## config.mk

```make
export PLATFORM = sky130hd
export DESIGN_NAME = seg_display_mux_flat
export DESIGN_NICKNAME = d
export VERILOG_FILES = /design/src/rtl/seg_display_mux_if.sv /design/src/rtl/seg_display_mux.sv /design/src/flat_wrapper.sv
export SDC_FILE = /design/constraint.sdc
export NUM_CORES = 1
export LEC_CHECK = 0
export ABC_AREA = 1
export CAP_MARGIN = 30
export CORE_MARGIN = 2
export CORE_UTILIZATION = 40
export DETAILED_ROUTE_END_ITERATION = 8
export PLACE_DENSITY = 0.63
export SLEW_MARGIN = 20
export SYNTH_ARGS = -nofsm -noshare
export SYNTH_HDL_FRONTEND = slang
export SYNTH_SLANG_ARGS = --single-unit
```

## constraint.sdc

```tcl
create_clock -name clk -period 1.92 [get_ports clk]
set_input_delay 0.48 -clock clk [delete_from_list [all_inputs] [get_ports clk]]
set_output_delay 0.48 -clock clk [all_outputs]
set_load 0.01 [all_outputs]
```

## src/rtl/seg_display_mux_if.sv

```systemverilog
// Display-driver bundle: frame inputs from the datapath (digit codes,
// decimal points, blanking, leading-zero enable, load strobe) and the
// active-low pin outputs (seg, dp, an) plus the end-of-frame pulse.
//   master : datapath side, drives the frame inputs, observes the pins
//   slave  : seg_display_mux side
interface seg_display_mux_if #(
  parameter int unsigned NUM_DIGITS = 4
);
  logic [4*NUM_DIGITS-1:0] digits_in;
  logic [NUM_DIGITS-1:0]   dp_in;
  logic [NUM_DIGITS-1:0]   blank_in;
  logic                    lzb_en;
  logic                    load;
  logic [6:0]              seg;
  logic                    dp;
  logic [NUM_DIGITS-1:0]   an;
  logic                    frame_done;

  modport master (
    output digits_in, dp_in, blank_in, lzb_en, load,
    input  seg, dp, an, frame_done
  );

  modport slave (
    input  digits_in, dp_in, blank_in, lzb_en, load,
    output seg, dp, an, frame_done
  );
endinterface

```

## src/rtl/seg_display_mux.sv

```systemverilog
// Time-multiplexed driver for an N-digit common-anode 7-segment display.
// A double-buffered frame is scanned one digit per CLK_DIV-cycle slot; each
// slot opens with BLANK_CYCLES of all-anodes-off dead time to stop ghosting.
// Ports:
//   clk    - system clock, rising edge
//   rst_n  - asynchronous active-low reset; outputs go dark on assertion
//   bus    - seg_display_mux_if.slave: digits_in/dp_in/blank_in/lzb_en/load
//            in, seg/dp/an (active low) and frame_done out, all registered
module seg_display_mux #(
  parameter int unsigned NUM_DIGITS   = 4,
  parameter int unsigned CLK_DIV      = 100000,
  parameter int unsigned BLANK_CYCLES = 16,
  parameter int unsigned HEX_MODE     = 1
) (
  input  logic                clk,
  input  logic                rst_n,
  seg_display_mux_if.slave    bus
);

  localparam int unsigned PS_W  = (CLK_DIV > 1) ? $clog2(CLK_DIV) : 1;
  localparam int unsigned IDX_W = (NUM_DIGITS > 1) ? $clog2(NUM_DIGITS) : 1;
  localparam int unsigned DIG_W = 4 * NUM_DIGITS;

  localparam logic [PS_W-1:0]  PS_LAST  = PS_W'(CLK_DIV - 1);
  localparam logic [PS_W-1:0]  PS_BLANK = PS_W'(BLANK_CYCLES);
  localparam logic [IDX_W-1:0] IDX_LAST = IDX_W'(NUM_DIGITS - 1);
  localparam logic [6:0]       SEG_OFF  = 7'b1111111;

  // Parameter legality, caught at elaboration
  if (NUM_DIGITS < 1 || NUM_DIGITS > 8) begin : g_bad_num_digits
    $error("seg_display_mux: NUM_DIGITS must be 1..8");
  end
  if (CLK_DIV < 2) begin : g_bad_clk_div
    $error("seg_display_mux: CLK_DIV must be at least 2");
  end
  if (BLANK_CYCLES >= CLK_DIV) begin : g_bad_blank
    $error("seg_display_mux: BLANK_CYCLES must be below CLK_DIV");
  end

  // Scan position
  logic [PS_W-1:0]  prescaler;
  logic [IDX_W-1:0] index;
  logic             tick_c;
  logic             wrap_c;

  // Active (displayed) and pending (next) frames
  logic [DIG_W-1:0]      act_digits;
  logic [NUM_DIGITS-1:0] act_dp;
  logic [NUM_DIGITS-1:0] act_blank;
  logic                  act_lzb;
  logic [DIG_W-1:0]      pend_digits;
  logic [NUM_DIGITS-1:0] pend_dp;
  logic [NUM_DIGITS-1:0] pend_blank;
  logic                  pend_lzb;
  logic                  pend_valid;

  // Next output values
  logic [NUM_DIGITS-1:0] lz_c;
  logic [6:0]            seg_c;
  logic                  dp_c;
  logic [NUM_DIGITS-1:0] an_c;
  logic                  dead_c;

  // Active-low GFEDCBA glyph for one digit code
  function automatic logic [6:0] decode(input logic [3:0] code);
    logic [6:0] s;
    s = SEG_OFF;
    case (code)
      4'h0: s = 7'b1000000;
      4'h1: s = 7'b1111001;
      4'h2: s = 7'b0100100;
      4'h3: s = 7'b0110000;
      4'h4: s = 7'b0011001;
      4'h5: s = 7'b0010010;
      4'h6: s = 7'b0000010;
      4'h7: s = 7'b1111000;
      4'h8: s = 7'b0000000;
      4'h9: s = 7'b0011000;
      4'hA: s = (HEX_MODE != 0) ? 7'b0001000 : SEG_OFF;
      4'hB: s = (HEX_MODE != 0) ? 7'b0000011 : SEG_OFF;
      4'hC: s = (HEX_MODE != 0) ? 7'b1000110 : SEG_OFF;
      4'hD: s = (HEX_MODE != 0) ? 7'b0100001 : SEG_OFF;
      4'hE: s = (HEX_MODE != 0) ? 7'b0000110 : SEG_OFF;
      4'hF: s = (HEX_MODE != 0) ? 7'b0001110 : SEG_OFF;
      default: s = SEG_OFF;
    endcase
    return s;
  endfunction

  assign tick_c = (prescaler == PS_LAST);
  assign wrap_c = tick_c && (index == IDX_LAST);

  // Slot timer and digit index
  always_ff @(posedge clk or negedge rst_n) begin
    if (!rst_n) begin
      prescaler <= '0;
      index     <= '0;
    end else begin
      if (tick_c) begin
        prescaler <= '0;
        index     <= (index == IDX_LAST) ? '0 : index + IDX_W'(1);
      end else begin
        prescaler <= prescaler + PS_W'(1);
      end
    end
  end

  // Double buffer: frames swap only on the last-slot boundary, so a scan
  // never mixes two frames. A load coinciding with the wrap bypasses pending.
  always_ff @(posedge clk or negedge rst_n) begin
    if (!rst_n) begin
      act_digits  <= '0;
      act_dp      <= '0;
      act_blank   <= '0;
      act_lzb     <= 1'b0;
      pend_digits <= '0;
      pend_dp     <= '0;
      pend_blank  <= '0;
      pend_lzb    <= 1'b0;
      pend_valid  <= 1'b0;
    end else if (bus.load) begin
      if (wrap_c) begin
        act_digits <= bus.digits_in;
        act_dp     <= bus.dp_in;
        act_blank  <= bus.blank_in;
        act_lzb    <= bus.lzb_en;
        pend_valid <= 1'b0;
      end else begin
        pend_digits <= bus.digits_in;
        pend_dp     <= bus.dp_in;
        pend_blank  <= bus.blank_in;
        pend_lzb    <= bus.lzb_en;
        pend_valid  <= 1'b1;
      end
    end else if (wrap_c && pend_valid) begin
      act_digits <= pend_digits;
      act_dp     <= pend_dp;
      act_blank  <= pend_blank;
      act_lzb    <= pend_lzb;
      pend_valid <= 1'b0;
    end
  end

  // Leading-zero mask: bit i set when digit i and every higher digit are 0.
  // Digit 0 always shows, so its bit is forced clear.
  always_comb begin
    logic run;
    lz_c = '0;
    run  = 1'b1;
    for (int i = int'(NUM_DIGITS) - 1; i >= 0; i--) begin
      run     = run & (act_digits[4*i +: 4] == 4'd0);
      lz_c[i] = run;
    end
    lz_c[0] = 1'b0;
  end

  assign dead_c = (prescaler < PS_BLANK);

  // Pin values for the current scan position
  always_comb begin
    seg_c = SEG_OFF;
    dp_c  = 1'b1;
    an_c  = '1;
    if (!dead_c) begin
      for (int i = 0; i < int'(NUM_DIGITS); i++) begin
        if (index == IDX_W'(i)) begin
          an_c[i] = 1'b0;
          if (!act_blank[i]) begin
            seg_c = (act_lzb && lz_c[i]) ? SEG_OFF : decode(act_digits[4*i +: 4]);
            dp_c  = ~act_dp[i];
          end
        end
      end
    end
  end

  // Registered pins; async reset darkens the display immediately
  always_ff @(posedge clk or negedge rst_n) begin
    if (!rst_n) begin
      bus.seg        <= SEG_OFF;
      bus.dp         <= 1'b1;
      bus.an         <= '1;
      bus.frame_done <= 1'b0;
    end else begin
      bus.seg        <= seg_c;
      bus.dp         <= dp_c;
      bus.an         <= an_c;
      bus.frame_done <= wrap_c;
    end
  end

endmodule

```

## src/flat_wrapper.sv

```systemverilog
// flat-port wrapper written by rule: the top's interface ports become plain ports
module seg_display_mux_flat 
#(
  parameter int unsigned NUM_DIGITS   = 4,
  parameter int unsigned CLK_DIV      = 100000,
  parameter int unsigned BLANK_CYCLES = 16,
  parameter int unsigned HEX_MODE     = 1
)
  (clk, rst_n, bus_digits_in, bus_dp_in, bus_blank_in, bus_lzb_en, bus_load, bus_seg, bus_dp, bus_an, bus_frame_done);
  seg_display_mux_if #(.NUM_DIGITS(NUM_DIGITS)) bus_i ();
  input  logic clk;
  input  logic rst_n;
  input wire logic [$bits(bus_i.digits_in)-1:0] bus_digits_in;
  input wire logic [$bits(bus_i.dp_in)-1:0] bus_dp_in;
  input wire logic [$bits(bus_i.blank_in)-1:0] bus_blank_in;
  input wire logic [$bits(bus_i.lzb_en)-1:0] bus_lzb_en;
  input wire logic [$bits(bus_i.load)-1:0] bus_load;
  output wire logic [$bits(bus_i.seg)-1:0] bus_seg;
  output wire logic [$bits(bus_i.dp)-1:0] bus_dp;
  output wire logic [$bits(bus_i.an)-1:0] bus_an;
  output wire logic [$bits(bus_i.frame_done)-1:0] bus_frame_done;
  assign bus_i.digits_in = bus_digits_in;
  assign bus_i.dp_in = bus_dp_in;
  assign bus_i.blank_in = bus_blank_in;
  assign bus_i.lzb_en = bus_lzb_en;
  assign bus_i.load = bus_load;
  assign bus_seg = bus_i.seg;
  assign bus_dp = bus_i.dp;
  assign bus_an = bus_i.an;
  assign bus_frame_done = bus_i.frame_done;
  seg_display_mux #(.NUM_DIGITS(NUM_DIGITS), .CLK_DIV(CLK_DIV), .BLANK_CYCLES(BLANK_CYCLES), .HEX_MODE(HEX_MODE)) u_core (.clk(clk), .rst_n(rst_n), .bus(bus_i));
endmodule
```

==> results.py <==
metrics = {
    "yosys": {
        "syn_area_per_cell_um2": 7.368,
        "ys_seq_area_frac": 0.4097,
        "synth_area_leaders": "dfrtp_1 (35%), nand2_1 (15%), nand3_1 (7.4%)",
        "yosysWarnings": 0,
        "synth_cells": 693,
        "synth_cell_types": 36,
        "syn-num-nets": 745,
        "synth_edf_count": 0,
        "netlist_area_um2": 5106,
        "ys_seq_elements": 83,
        "yosysTopAreaCell": "dfrtp_1",
        "synthArstFlopShare": 1.000,
        "synth_common_cells": "nand2_1 (208), inv_1 (83), nand3_1 (75)",
        "synth-main-ff-cell": "dfrtp_1",
        "synth.top_cell.area_share": 0.3480,
        "yosysMostFrequentCell": "nand2_1",
    },
    "clocking": {
        "path_clk_slew_ns": 0.06,
        "cts_tree": "yes",
        "numClockSinks": 83,
        "clk_path_buf_depth": 2,
        "root_buffer": "clkbuf_16",
        "cts_buffers": 9,
        "cts_max_level": 3,
        "clkLatencyLatePin_ns": 0.34,
    },
    "cells_and_area": {
        "finalNetCount": 787,
        "syn2layout_area_growth_pct": 18.23,
        "layout-drive-gt1-share": 0.1189,
        "fill_cells": 1229,
        "diodes": 0,
    },
    "routing": {
        "wl_per_cell_um": 12.04,
        "dr_total_vias": 4359,
        "totalWireLength_um": 10980,
        "drcViolationCount": 0,
        "drt-vias-per-instance": 4.780,
        "final_antenna_net_count": 0,
        "firstDrtPassIters": 5,
        "drt_iter0_drc": 222,
    },
    "worst_setup_path": {
        "cp.arrival_ns": 1.39,
        "crit_buf_inv": 1,
        "crit_type": "register to output port",
        "startpoint_type": "register",
        "crit_path_end_kind": "output port",
        "crit_chain": "clkdlybuf4s50_1",
        "required_ns": 1.44,
        "cp_max_fo": 1,
        "max_stage_delay_ns": 0.52,
        "cp_slowest_cell": "dfstp_2",
        "path_delay_family": "flip-flops",
    },
    "run_status": {
        "outcome": "completed",
    },
    "global_route": {
        "grt_max_degree": 56,
        "grt_pass1_vias": 4200,
        "grt.total_usage": 0.1800,
        "grt_antenna_before_repair": 0,
        "globalRouteOverflowTotal": 0,
        "grt_pass1_wl_um": 19310,
    },
    "place": {
        "port_buffers": 40,
        "gp_congestion": 0.9568,
        "place_hpwl_um": 8349,
        "place_ws_ns": 0.07281,
    },
    "die": {
        "ios": 41,
        "floorplan.die.height_um": 117.0,
        "die-area_um2": 13690,
        "start_util": 0.4079,
        "rows": 41,
        "dieWidth_um": 117.0,
        "fp.coreArea_um2": 12520,
    },
    "timing": {
        "setup_slack_ns": 0.05212,
        "finalSetupViolCount": 0,
        "slew_headroom": 0.7434,
        "fin_crit_sh": 0.9729,
        "fmax_mhz": 535.4,
        "finalSetupTns_ns": 0,
        "slew_viol_final": 0,
        "rsz0062_at_grt": "false",
        "skew_ns": 0.004576,
        "min_period_ns": 1.868,
        "worst_pin_slew_ns": 0.3840,
        "hold_violations": 0,
    },
    "worst_hold_path": {
        "hp-class": "input port to async pin",
    },
    "pwr": {
        "ir_drop_v": 0.0003802,
        "p_leak_nw": 3.078,
        "p_per_area_nw_per_um2": 624.8,
    },
    "flow_run": {
        "cap_violations": 0,
    },
}
==> layout make-up <==
| class | count | area (um2) | share of cell area |
|---|---|---|---|
| multi-input cells | 495 | 2524 | 0.4180 |
| flip-flops and latches | 83 | 2092 | 0.3465 |
| repair buffers | 59 | 586.8 | 0.09720 |
| inverters | 87 | 331.6 | 0.05492 |
| clock buffers | 11 | 232.7 | 0.03855 |
| well taps | 172 | 215.2 | 0.03565 |
| clock inverters | 5 | 55.05 | 0.009119 |
==> metal layers <==
| metal | GRT usage | up-vias | routed length (um) |
|---|---|---|---|
| li1 | - | 2280 | - |
| met1 | 0.2416 | 1996 | 5238 |
| met2 | 0.2906 | 71 | 5186 |
| met3 | 0.02832 | 12 | 347 |
| met4 | 0.07686 | 0 | 211 |
| met5 | 0 | - | 0 |
==> worst paths after layout <==
kind                                                    start                            end  slack [ns]  cells past startpoint
worst min-delay path                                    rst_n    u_core.bus.seg[1]$_DFF_PN1_        0.14                      1
worst max-delay path               u_core.bus.an[3]$_DFF_PN1_                      bus_an[3]        0.05                      1
max in group asynchronous                               rst_n        u_core.bus.dp$_DFF_PN1_        1.45                      2
worst max register to register  u_core.prescaler[0]$_DFF_PN0_  u_core.pend_dp[3]$_DFFE_PN0P_        0.18                      9
worst min register to register   u_core.act_dp[2]$_DFFE_PN0P_   u_core.act_dp[2]$_DFFE_PN0P_        0.47                      2
min in group clk                 u_core.act_dp[2]$_DFFE_PN0P_   u_core.act_dp[2]$_DFFE_PN0P_        0.47                      2
==> kinds of logic after synthesis <==
logic type	after synthesis	share of synthesized area
fa+ha+maj	24	0.05881
compound gates	80	0.09361
simple gates	381	0.3205
mux	2	0.004410
flops	83	0.4097
xor+xnor	8	0.01372
buf+inv	115	0.09924
==> metrics by stage <==
step / total power, mW / hold slack (ns) / util / cell area, um2 / instances
floorplan: 1.996 / 0.1844 / - / 5106 / 693
global placement: 2.109 / 0.4440 / 0.4557 / 5704 / 895
detailed placement: 2.117 / 0.4598 / 0.4557 / 5704 / 895
CTS: 3.830 / 0.1390 / 0.4787 / 5992 / 911
global route: 3.960 / 0.1478 / 0.4823 / 6037 / 912
finish: 3.772 / 0.1421 / 0.4823 / 6037 / 912
==> cell usage in the layout (no fill, tap or decap), types with 2 or more instances in the layout <==
master	count
clkinv_1	2
buf_4	16
nand2_2	11
nand3_1	75
buf_12	2
or2_2	2
nor2_2	4
inv_1	83
ha_1	24
o21ai_2	15
o211ai_1	7
nand2_1	208
nand4_1	7
nor3_1	3
o21ai_0	20
clkbuf_16	10
clkinv_2	2
clkinvlp_4	2
xor2_1	7
clkdlybuf4s50_1	39
a21oi_1	37
clkbuf_1	2
nor2_1	64
dfstp_2	12
dfrtp_1	71
mux2_2	2
==> report_power, final <==
part,switching [mW],internal (mW),leakage [nW],total [mW]
combinational,0.141,0.123,1.89,0.265
sequential,0.0276,1.80,1.05,1.83
clock,0.679,1.00,0.136,1.68
==> state kept, by name, summed over array words and instances (netlist names) <==
register / count
u_core.index: 2
u_core.bus.seg: 7
u_core.act_dp: 4
u_core.pend_lzb: 1
u_core.pend_blank: 4
u_core.pend_digits: 16
u_core.act_lzb: 1
u_core.pend_dp: 4
u_core.act_blank: 4
u_core.bus.dp: 1
u_core.act_digits: 16
u_core.prescaler: 17
u_core.bus.an: 4
u_core.bus.frame_done: 1
u_core.pend_valid: 1
==> timing repair <==
action | in CTS | in global routing
hold endpoints to repair | 0 | 0
hold buffers | 0 | 0
setup endpoints to repair | 0 | 29
gates resized for setup | 0 | 4
buffers inserted | 0 | 0
==> worst reg2reg max path: stages (launching register included) <==
cell and delay [ns]:
dfrtp_1 0.38, ha_1 0.20, nand2_1 0.11, nor2_4 0.13, inv_2 0.06, nor2_2 0.14
nand3_4 0.16, nand2_8 0.16, buf_4 0.19, o21ai_0 0.09
(Power assumes the default switching activity.)
